$ cat src/rtl/cc_alu_seq_pkg.sv
// Shared definitions for the ALU sequencer: FSM states, ALU selection codes,
// condition codes and the bit positions of the {N,Z,V,C} status register.
package cc_alu_seq_pkg;

  typedef enum logic [1:0] {
    IDLE = 2'd0,
    EXEC = 2'd1,
    RESP = 2'd2
  } seqState_t;

  localparam logic [3:0] ALU_OP_BUSA = 4'b0000;
  localparam logic [3:0] ALU_OP_OR   = 4'b0001;
  localparam logic [3:0] ALU_OP_AND  = 4'b0010;
  localparam logic [3:0] ALU_OP_NOT  = 4'b0011;
  localparam logic [3:0] ALU_OP_XOR  = 4'b0100;
  localparam logic [3:0] ALU_OP_ADD  = 4'b1000;
  localparam logic [3:0] ALU_OP_SUB  = 4'b1001;
  localparam logic [3:0] ALU_OP_INC  = 4'b1010;
  localparam logic [3:0] ALU_OP_DEC  = 4'b1011;
  localparam logic [3:0] ALU_OP_NOP  = 4'b1111;

  localparam logic [2:0] COND_ALWAYS = 3'b000;
  localparam logic [2:0] COND_Z      = 3'b001;
  localparam logic [2:0] COND_NZ     = 3'b010;
  localparam logic [2:0] COND_N      = 3'b011;
  localparam logic [2:0] COND_NN     = 3'b100;
  localparam logic [2:0] COND_C      = 3'b101;
  localparam logic [2:0] COND_V      = 3'b110;
  localparam logic [2:0] COND_NEVER  = 3'b111;

  localparam int FLAG_N = 3;
  localparam int FLAG_Z = 2;
  localparam int FLAG_V = 1;
  localparam int FLAG_C = 0;

  // The ALU reports its flags active-low; the status register is active-high.
  function automatic logic [3:0] packFlags(input logic negativeLow,
                                           input logic zeroLow,
                                           input logic overflowLow,
                                           input logic carryLow);
    logic [3:0] flags;
    flags = 4'b0000;
    flags[FLAG_N] = ~negativeLow;
    flags[FLAG_Z] = ~zeroLow;
    flags[FLAG_V] = ~overflowLow;
    flags[FLAG_C] = ~carryLow;
    return flags;
  endfunction

endpackage

$ cat src/rtl/cc_alu_cond_eval.sv
// Combinational branch-condition evaluator over an active-high {N,Z,V,C}
// status word.
module cc_alu_cond_eval
  import cc_alu_seq_pkg::*;
#(
  parameter int DATAWIDTH_COND = 3
) (
  input  logic [3:0]                flags,
  input  logic [DATAWIDTH_COND-1:0] cond,
  output logic                      condTrue
);

  // Select the flag test named by the condition code.
  always_comb begin
    condTrue = 1'b0;
    case (cond)
      COND_ALWAYS: condTrue = 1'b1;
      COND_Z:      condTrue = flags[FLAG_Z];
      COND_NZ:     condTrue = ~flags[FLAG_Z];
      COND_N:      condTrue = flags[FLAG_N];
      COND_NN:     condTrue = ~flags[FLAG_N];
      COND_C:      condTrue = flags[FLAG_C];
      COND_V:      condTrue = flags[FLAG_V];
      COND_NEVER:  condTrue = 1'b0;
      default:     condTrue = 1'b0;
    endcase
  end

endmodule

$ cat src/rtl/cc_alu_sequencer.sv
// ALU sequencer: accepts one request, drives the ALU for a single EXEC cycle,
// captures result/flags/condition and holds a response until it is taken.
// Optional feature macro CC_ALUSEQ_CHAIN_EN adds CC_ALUSEQ_reqChain_In, which
// feeds the last captured result back as operand A.
module cc_alu_sequencer
  import cc_alu_seq_pkg::*;
#(
  parameter int DATAWIDTH_BUS           = 8,
  parameter int DATAWIDTH_ALU_SELECTION = 4,
  parameter int DATAWIDTH_COND          = 3
) (
  input  logic                               CC_ALUSEQ_CLOCK_50,
  input  logic                               CC_ALUSEQ_RESET_InHigh,
  input  logic                               CC_ALUSEQ_reqValid_In,
  output logic                               CC_ALUSEQ_reqReady_Out,
  input  logic [DATAWIDTH_ALU_SELECTION-1:0] CC_ALUSEQ_reqOp_InBUS,
  input  logic [DATAWIDTH_BUS-1:0]           CC_ALUSEQ_reqDataA_InBUS,
  input  logic [DATAWIDTH_BUS-1:0]           CC_ALUSEQ_reqDataB_InBUS,
  input  logic [DATAWIDTH_COND-1:0]          CC_ALUSEQ_reqCond_InBUS,
`ifdef CC_ALUSEQ_CHAIN_EN
  input  logic                               CC_ALUSEQ_reqChain_In,
`endif
  output logic [DATAWIDTH_BUS-1:0]           CC_ALUSEQ_aluDataA_OutBUS,
  output logic [DATAWIDTH_BUS-1:0]           CC_ALUSEQ_aluDataB_OutBUS,
  output logic [DATAWIDTH_ALU_SELECTION-1:0] CC_ALUSEQ_aluSelection_OutBUS,
  input  logic [DATAWIDTH_BUS-1:0]           CC_ALUSEQ_aluData_InBUS,
  input  logic                               CC_ALUSEQ_aluOverflow_InLow,
  input  logic                               CC_ALUSEQ_aluCarry_InLow,
  input  logic                               CC_ALUSEQ_aluNegative_InLow,
  input  logic                               CC_ALUSEQ_aluZero_InLow,
  output logic                               CC_ALUSEQ_rspValid_Out,
  input  logic                               CC_ALUSEQ_rspReady_In,
  output logic [DATAWIDTH_BUS-1:0]           CC_ALUSEQ_rspData_OutBUS,
  output logic [3:0]                         CC_ALUSEQ_rspFlags_OutBUS,
  output logic                               CC_ALUSEQ_rspCondTrue_Out
);

  seqState_t                        state;
  seqState_t                        nextState;
  logic [DATAWIDTH_ALU_SELECTION-1:0] opReg;
  logic [DATAWIDTH_BUS-1:0]           dataAReg;
  logic [DATAWIDTH_BUS-1:0]           dataBReg;
  logic [DATAWIDTH_COND-1:0]          condReg;
  logic [DATAWIDTH_BUS-1:0]           rspDataReg;
  logic [3:0]                         rspFlagsReg;
  logic                               rspCondReg;
  logic [DATAWIDTH_BUS-1:0]           nextOperandA;
  logic [3:0]                         capturedFlags;
  logic                               capturedCond;
  logic                               acceptReq;

  assign acceptReq = (state == IDLE) && CC_ALUSEQ_reqValid_In;

`ifdef CC_ALUSEQ_CHAIN_EN
  assign nextOperandA = CC_ALUSEQ_reqChain_In ? rspDataReg : CC_ALUSEQ_reqDataA_InBUS;
`else
  assign nextOperandA = CC_ALUSEQ_reqDataA_InBUS;
`endif

  assign capturedFlags = packFlags(CC_ALUSEQ_aluNegative_InLow, CC_ALUSEQ_aluZero_InLow,
                                   CC_ALUSEQ_aluOverflow_InLow, CC_ALUSEQ_aluCarry_InLow);

  cc_alu_cond_eval #(
    .DATAWIDTH_COND(DATAWIDTH_COND)
  ) condEval (
    .flags   (capturedFlags),
    .cond    (condReg),
    .condTrue(capturedCond)
  );

  // State register; reset drops any in-flight operation.
  always_ff @(posedge CC_ALUSEQ_CLOCK_50 or posedge CC_ALUSEQ_RESET_InHigh) begin
    if (CC_ALUSEQ_RESET_InHigh) state <= IDLE;
    else                        state <= nextState;
  end

  // Next-state and handshake/ALU bus decode; the ALU sees a no-op outside EXEC.
  always_comb begin
    nextState                     = state;
    CC_ALUSEQ_reqReady_Out        = 1'b0;
    CC_ALUSEQ_rspValid_Out        = 1'b0;
    CC_ALUSEQ_aluDataA_OutBUS     = '0;
    CC_ALUSEQ_aluDataB_OutBUS     = '0;
    CC_ALUSEQ_aluSelection_OutBUS = ALU_OP_NOP;
    case (state)
      IDLE: begin
        CC_ALUSEQ_reqReady_Out = 1'b1;
        if (CC_ALUSEQ_reqValid_In) nextState = EXEC;
      end
      EXEC: begin
        CC_ALUSEQ_aluDataA_OutBUS     = dataAReg;
        CC_ALUSEQ_aluDataB_OutBUS     = dataBReg;
        CC_ALUSEQ_aluSelection_OutBUS = opReg;
        nextState                     = RESP;
      end
      RESP: begin
        CC_ALUSEQ_rspValid_Out = 1'b1;
        if (CC_ALUSEQ_rspReady_In) nextState = IDLE;
      end
      default: nextState = IDLE;
    endcase
  end

  // Latch the request on acceptance and the full ALU result at the end of EXEC.
  always_ff @(posedge CC_ALUSEQ_CLOCK_50 or posedge CC_ALUSEQ_RESET_InHigh) begin
    if (CC_ALUSEQ_RESET_InHigh) begin
      opReg       <= '0;
      dataAReg    <= '0;
      dataBReg    <= '0;
      condReg     <= '0;
      rspDataReg  <= '0;
      rspFlagsReg <= 4'b0000;
      rspCondReg  <= 1'b0;
    end else begin
      if (acceptReq) begin
        opReg    <= CC_ALUSEQ_reqOp_InBUS;
        dataAReg <= nextOperandA;
        dataBReg <= CC_ALUSEQ_reqDataB_InBUS;
        condReg  <= CC_ALUSEQ_reqCond_InBUS;
      end
      if (state == EXEC) begin
        rspDataReg  <= CC_ALUSEQ_aluData_InBUS;
        rspFlagsReg <= capturedFlags;
        rspCondReg  <= capturedCond;
      end
    end
  end

  assign CC_ALUSEQ_rspData_OutBUS  = rspDataReg;
  assign CC_ALUSEQ_rspFlags_OutBUS = rspFlagsReg;
  assign CC_ALUSEQ_rspCondTrue_Out = rspCondReg;

endmodule

$ cat config.mk
export PLATFORM = sky130hd
export DESIGN_NAME = cc_alu_sequencer
export DESIGN_NICKNAME = d
export VERILOG_FILES = /design/src/rtl/cc_alu_seq_pkg.sv /design/src/rtl/cc_alu_cond_eval.sv /design/src/rtl/cc_alu_sequencer.sv
export SDC_FILE = /design/constraint.sdc
export NUM_CORES = 1
export LEC_CHECK = 0
export ABC_AREA = 1
export BUFFER_PORTS_ARGS = -buffer_cell sky130_fd_sc_hd__buf_2
export CORE_UTILIZATION = 47
export CTS_BUF_LIST = sky130_fd_sc_hd__clkbuf_16
export DETAILED_ROUTE_END_ITERATION = 8
export PLACE_DENSITY = 0.79
export SLEW_MARGIN = 20
export SYNTH_ARGS = -nofsm -noshare
export SYNTH_HDL_FRONTEND = slang
export SYNTH_SLANG_ARGS = --single-unit
$ cat constraint.sdc
create_clock -name CC_ALUSEQ_CLOCK_50 -period 1.4 [get_ports CC_ALUSEQ_CLOCK_50]
set_input_delay 0.21 -clock CC_ALUSEQ_CLOCK_50 [delete_from_list [all_inputs] [get_ports CC_ALUSEQ_CLOCK_50]]
set_output_delay 0.21 -clock CC_ALUSEQ_CLOCK_50 [all_outputs]
set_load 0.01 [all_outputs]
==> results.yml, run 1 <==
drt:
  postRouteAntennaNets: 0
  drtIter0Drc: 70
  wl_per_cell_um: 10.2
  firstDrtPassIters: 4
  via_per_inst: 4.56
  vias: 1456
  drc: 0
  totalWireLength_um: 3250
die:
  dieArea_sq_um: 4020
  die_y_um: 63.4
  initial_core_util_pct: 51.2
  rows: 21
  die_x_um: 63.4
  core-area_sq_um: 3470
  io_pins: 74
run_status:
  status: "finished, violations left"
  failed_checks: "negative setup slack"
sta:
  fin_crit_ns: 1.44
  finalSetupViolCount: 20
  skew_ns: 0.00188
  finalSetupTns_ns: -0.335
  rsz0062_at_grt: "true"
  max_freq_mhz: 694
  tightest_slew_ns: 0.457
  slew_headroom_pct: 69.5
  finalMaxSlewViolations: 0
  finalWorstSetupSlack_ns: -0.0409
  post-route-period-util_pct: 103
  hold_violations: 0
setup_path:
  crit_type: "reg2out"
  critPathRequiredTime_ns: 1.19
  start_kind: "register"
  worstPathArrival_ns: 1.23
  worstPathMaxFanout: 14
  cp-end-kind: "primary output"
cts:
  cts_tree: "built"
  cts_buffers: 5
  clock_sinks: 38
  worstSkewPairLatency_ns: 0.27
  clk_pin_slew_ns: 0.05
  cts_root_buffer: "clkbuf_16"
  post_cts_buffers: 0
  htree_num_levels: 2
  clk_path_buf_depth: 2
place:
  hpwl_um: 2360
  gp_congestion: 0.821
  io_buffers: 73
  placed_area_sq_um: 2180
  pre_cts_ws_ns: 0.139
global_routing:
  antenna_found_initial: 0
  grt_pass1_wl_um: 5930
  grt_start_max_net_pins: 39
  grt_pass1_vias: 1380
  grt_overflow: 0
  grt_usage_pct: 19.2
power:
  p_leak_nw: 1.28
  power.density_nw_per_um2: 2130
  vdd_drop_max_mv: 0.933
layout:
  fin_nets: 313
  antenna_cells: 0
  area_delta_synth_final_pct: 30.3
  layout-drive-gt1-share_pct: 45.8
  fillCellCount: 305
  stdcell_area_sq_um: 2310
synth:
  yosysWarnings: 0
  syn_inst: 197
  syn_avg_cell_area_sq_um: 9.01
  syn_nets: 236
  ys_seq_elements: 38
  syn-cell-area_sq_um: 1770
  ys_seq_area_share_pct: 53.6
  ys_types: 17
hold_path:
  hold_class: "in2async"
flow_run:
  drv_cap: 0
worst max-delay path, stage by stage, from the launching register on:
cell,delay [ns]
dfrtp_1,0.42
nor2_4,0.16
buf_6,0.17
nand2_1,0.07
buf_2,0.14
sequential cells by signal, summed over array words and instances, names as in the netlist:
| register | cells |
|---|---|
| CC_ALUSEQ_rspData_OutBUS | 8 |
| dataAReg | 8 |
| dataBReg | 8 |
| CC_ALUSEQ_rspFlags_OutBUS | 4 |
| opReg | 4 |
| condReg | 3 |
| state | 2 |
| CC_ALUSEQ_rspCondTrue_Out | 1 |
synth_stat cells:
master     n  share of area (%)
nor2_2     1               0.35
o21bai_1   1               0.42
nor2_4     1               0.63
o21ai_2   20                9.9
buf_2      4                1.1
o21ai_0    4                1.1
inv_2      2               0.42
nand3_1    3               0.85
nand2_2   17                6.0
dfrtp_1   38                 54
nor2_1    20                4.2
nand2_1   47                9.9
o21ai_1    4                1.1
buf_6      2                1.3
clkbuf_4   1               0.42
buf_12     2                2.3
inv_1     30                6.3
cell type report:
class	count	area (sq um)	share of cell area (%)
clock inverter	1	3.75	0.162
multi-input combinational	118	613	26.5
tap	46	57.6	2.49
timing repair buffer	79	439	19.0
clock buffer	5	125	5.41
sequential	38	951	41.1
inverter	32	123	5.30
layout by cell type, fill, tap and decap left out, drive strengths merged:
master and instances:
nand2 64, nor2 22, buf 79, nand3 3, clkbuf 5, o21bai 1
clkinv 1, o21ai 28, dfrtp 38, inv 32
logic make-up after synthesis:
group / after synthesis / synth area share (%)
simple gates: 89 / 22.0
buf+inv: 41 / 11.8
flops: 38 / 53.6
compound gates: 29 / 12.6
worst paths after layout:
| check | slack [ns] | endpoint | cells past startpoint | from |
|---|---|---|---|---|
| max | -0.04 | CC_ALUSEQ_aluSelection_OutBUS[3] | 4 | state[1]$_DFFE_PP0P_ |
| min | 0.04 | dataBReg[4]$_DFFE_PP0P_ | 3 | CC_ALUSEQ_RESET_InHigh |
| min in group CC_ALUSEQ_CLOCK_50 | 0.13 | CC_ALUSEQ_rspFlags_OutBUS[0]$_DFFE_PP0N_ | 2 | CC_ALUSEQ_aluCarry_InLow |
| min reg2reg | 0.47 | CC_ALUSEQ_rspData_OutBUS[5]$_DFFE_PP0N_ | 2 | CC_ALUSEQ_rspData_OutBUS[5]$_DFFE_PP0N_ |
| max reg2reg | 0.27 | CC_ALUSEQ_rspFlags_OutBUS[3]$_DFFE_PP0N_ | 6 | state[0]$_DFFE_PP0P_ |
| max in group asynchronous | 1.04 | CC_ALUSEQ_rspData_OutBUS[4]$_DFFE_PP0N_ | 3 | CC_ALUSEQ_RESET_InHigh |
power by group:
group	switching, mW	leakage [nW]	internal, mW
combinational	1.23	0.752	0.859
sequential	0.224	0.470	1.62
clock	0.356	0.0632	0.631
total	1.81	1.28	3.11
per-layer routing:
metal	up-vias	wire length, um	track usage [%]
met5	-	0	0
met4	0	51	8.24
met3	4	189	5.62
met2	40	1570	30.9
met1	664	1440	23.9
li1	748	-	-
through the flow:
stage	total power [mW]	utilization (%)	std cells	hold WS (ns)
6_report	4.92	66.7	319	0.0404
2_1_floorplan	3.36	-	197	0.305
4_1_cts	4.99	66.7	319	0.0542
5_1_grt	5.37	66.7	319	0.122
3_3_place_gp	3.90	62.8	313	0.344
3_5_place_dp	3.96	62.8	313	0.342
repair_timing:
item,CTS,global route
endpoints found under the setup margin,20,20
hold buffers,0,0
gates resized for setup,2,0
No activity file was read; power rests on OpenSTA's default activity.
==> run 2, diff against run 1 <==
- ABC_AREA: 1 -> unset
==> run 2 against run 1 <==
Net effect:
- the flow still finishes with violations (negative setup slack)
- critical path depth decreased by 1
- highest routed layer unchanged
- flip-flop and latch count unchanged
- clock skew is 0.0019 ns higher
- synthesized cell count decreased by 28%
- fmax decreased by 8.4%
- clock power increased by 24%
- synthesized area fell by 3.5%
- worst setup slack got worse by 0.13 ns
==> results.yml, run 2 <==
synth:
  syn_avg_cell_area_sq_um: 12.1
  netlist_top_cells_count: "dfrtp_1, nand2_1, mux2_4, and2_1, o21ai_0"
  synth.largest_area_cell: "dfrtp_1"
  async_flop_share_pct: 100
  ys_seq_elements: 38
  syn-cell-area_sq_um: 1710
  ys_seq_area_share_pct: 55.5
  synth_ff_type: "dfrtp_1"
  synth-edff-count: 0
  synthDominantCellAreaShare_pct: 55.5
  synth_area_leaders: "dfrtp_1, mux2_4, nand2_1"
  syn_inst: 141
  ys_types: 21
  yosysWarnings: 0
  syn_nets: 180
  synth_most_common_cell: "dfrtp_1"
place:
  hpwl_um: 2360
  placed_area_sq_um: 2150
  io_buffers: 73
  placed_cells: 258
  gp_congestion: 0.685
drt:
  drtIter0Drc: 19
  postRouteAntennaNets: 0
  via_per_inst: 4.62
  wl_per_cell_um: 13.2
  vias: 1262
  totalWireLength_um: 3610
  drc: 0
  firstDrtPassIters: 4
sta:
  tightest_slew_ns: 0.469
  max_freq_mhz: 636
  hold_violations: 0
  fin_crit_ns: 1.57
  slew_headroom_pct: 68.7
  finalSetupViolCount: 43
  finalMaxSlewViolations: 0
  post-route-period-util_pct: 112
  whs_ns: 0.0323
  finalWorstSetupSlack_ns: -0.173
  rsz0062_at_grt: "true"
  skew_ns: 0.00374
setup_path:
  critPathBufInv: 1
  r2r_cells: 6
  r2r_start: "state[1]$_DFFE_PP0P_"
  reg2reg_to: "dataAReg[1]$_DFFE_PP0P_"
  start_kind: "register"
  crit_type: "reg2out"
  cp-end-kind: "primary output"
  path_cells: "and2b_4 > or2b_1 > buf_2"
  worstPathMaxFanout: 5
  crit_path_start: "state[1]$_DFFE_PP0P_"
  cp_top_family: "simple AND/OR/NAND/NOR gates"
  worstPathArrival_ns: 1.36
  worstSetupPathDepth: 3
  crit_end: "CC_ALUSEQ_aluSelection_OutBUS[3]"
  reg2reg_slack_ns: -0.15
  crit_path_max_incr_delay_ns: 0.37
  cpMaxStageDelayCell: "dfrtp_1"
  critPathRequiredTime_ns: 1.19
layout:
  mostFrequentLayoutCells: "buf_2, dfrtp_1, nand2_1, mux2_4, buf_6"
  layout-drive-gt1-share_pct: 59.5
  antenna_cells: 0
  area_delta_synth_final_pct: 47.5
  final_util_pct: 74.0
  fin_nets: 265
  stdcell_area_sq_um: 2530
  fillCellCount: 249
  instances_no_fill: 273
  final_common_cell: "buf_2"
cts:
  worstSkewPairLatency_ns: 0.28
  cts_root_buffer: "clkbuf_16"
  htree_num_levels: 2
  clock_sinks: 38
  clk_path_buf_depth: 2
  cts_buffers: 5
  cts_tree: "built"
  clk_pin_slew_ns: 0.05
global_routing:
  grt_pass1_vias: 1235
  grt_usage_pct: 18.7
  grt_pass1_wl_um: 5540
  grt_overflow: 0
  antenna_found_initial: 0
  grt_start_max_net_pins: 39
power:
  vdd_drop_max_mv: 1.11
  p_leak_nw: 1.32
  p_total_mw: 5.77
  power.density_nw_per_um2: 2280
die:
  rows: 21
  core-area_sq_um: 3420
  dieArea_sq_um: 3890
  io_pins: 74
  die_x_um: 62.4
  initial_core_util_pct: 50.1
  die_y_um: 62.4
hold_path:
  hold_class: "in2async"
flow_run:
  drv_cap: 0
run_status:
  failed_checks: "negative setup slack"
  status: "finished, violations left"
-- run 2: cell count changes after synthesis, sizes merged, moves of 17 or more --
cell   before  now
inv        32    3
mux2        0   22
nor2       22    1
and2        0   17
nand2      64   32
o21ai      28    6
-- run 2: power by group --
part / switching (mW) / leakage [nW] / internal, mW
Clock: 0.396 / 0.0864 / 0.826
Sequential: 0.324 / 0.455 / 1.65
Combinational: 1.01 / 0.776 / 1.56
Total: 1.73 / 1.32 / 4.04
-- run 2: final cells by class --
class / instances / area, sq um / share of cell area (%)
sequential: 38 / 951 / 37.6
multi-input combinational: 93 / 729 / 28.9
timing repair buffer: 85 / 614 / 24.3
clock buffer: 5 / 125 / 4.95
tap: 46 / 57.6 / 2.28
clock inverter: 3 / 37.5 / 1.49
inverter: 3 / 11.3 / 0.446
-- run 2: per-layer routing --
layer,track usage (%),vias up,wire length [um]
li1,-,623,-
met1,22.5,579,1550
met2,30.8,58,1770
met3,6.39,2,277
met4,7.85,0,21
met5,0,-,0
-- run 2: how the worst min path moves through the flow --
| stage | endpoint | startpoint | slack, ns | cells after the start |
|---|---|---|---|---|
| 2_1_floorplan | CC_ALUSEQ_rspData_OutBUS[0]$_DFFE_PP0N_ | CC_ALUSEQ_aluData_InBUS[0] | 0.32 | 2 |
| 3_3_place_gp | dataBReg[2]$_DFFE_PP0P_ | CC_ALUSEQ_RESET_InHigh | 0.34 | 3 |
| 3_5_place_dp | dataBReg[1]$_DFFE_PP0P_ | CC_ALUSEQ_RESET_InHigh | 0.35 | 3 |
| 4_1_cts | dataBReg[1]$_DFFE_PP0P_ | CC_ALUSEQ_RESET_InHigh | 0.05 | 3 |
| 5_1_grt | dataBReg[0]$_DFFE_PP0P_ | CC_ALUSEQ_RESET_InHigh | 0.10 | 3 |
| 6_report | dataBReg[2]$_DFFE_PP0P_ | CC_ALUSEQ_RESET_InHigh | 0.03 | 3 |
-- run 2: worst register-to-register path: stages (launching register included) --
cell and delay [ns]:
dfrtp_1 0.37, buf_4 0.14, buf_4 0.13, nor2_2 0.11, and2_4 0.19, buf_12 0.15, mux2_2 0.34
-- run 2: kinds of logic (layout without fill, tap and decap cells) --
kind of cell | after synthesis | in the layout | synth area share, %
buffers and inverters | 11 | 96 | 5.04
AO/OA/AOI/OAI | 10 | 10 | 3.51
AND/OR/NAND/NOR | 60 | 61 | 17.8
multiplexers | 22 | 22 | 18.2
flip-flops | 38 | 38 | 55.5
-- run 2: what timing repair did --
item,4_1_cts,5_1_grt
pin swaps,3,9
cloned,0,2
resized for setup,4,33
endpoints found under the setup margin,20,44
setup buffers,2,3
hold buffers,0,0
-- run 2: stage by stage --
stage	setup TNS (ns)	setup slack, ns
finish	-5.22	-0.173
CTS	-2.60	-0.169
global route	-7.17	-0.210
floorplan	0	0.0120
detailed placement	0	0.0621
global placement	0	0.0951
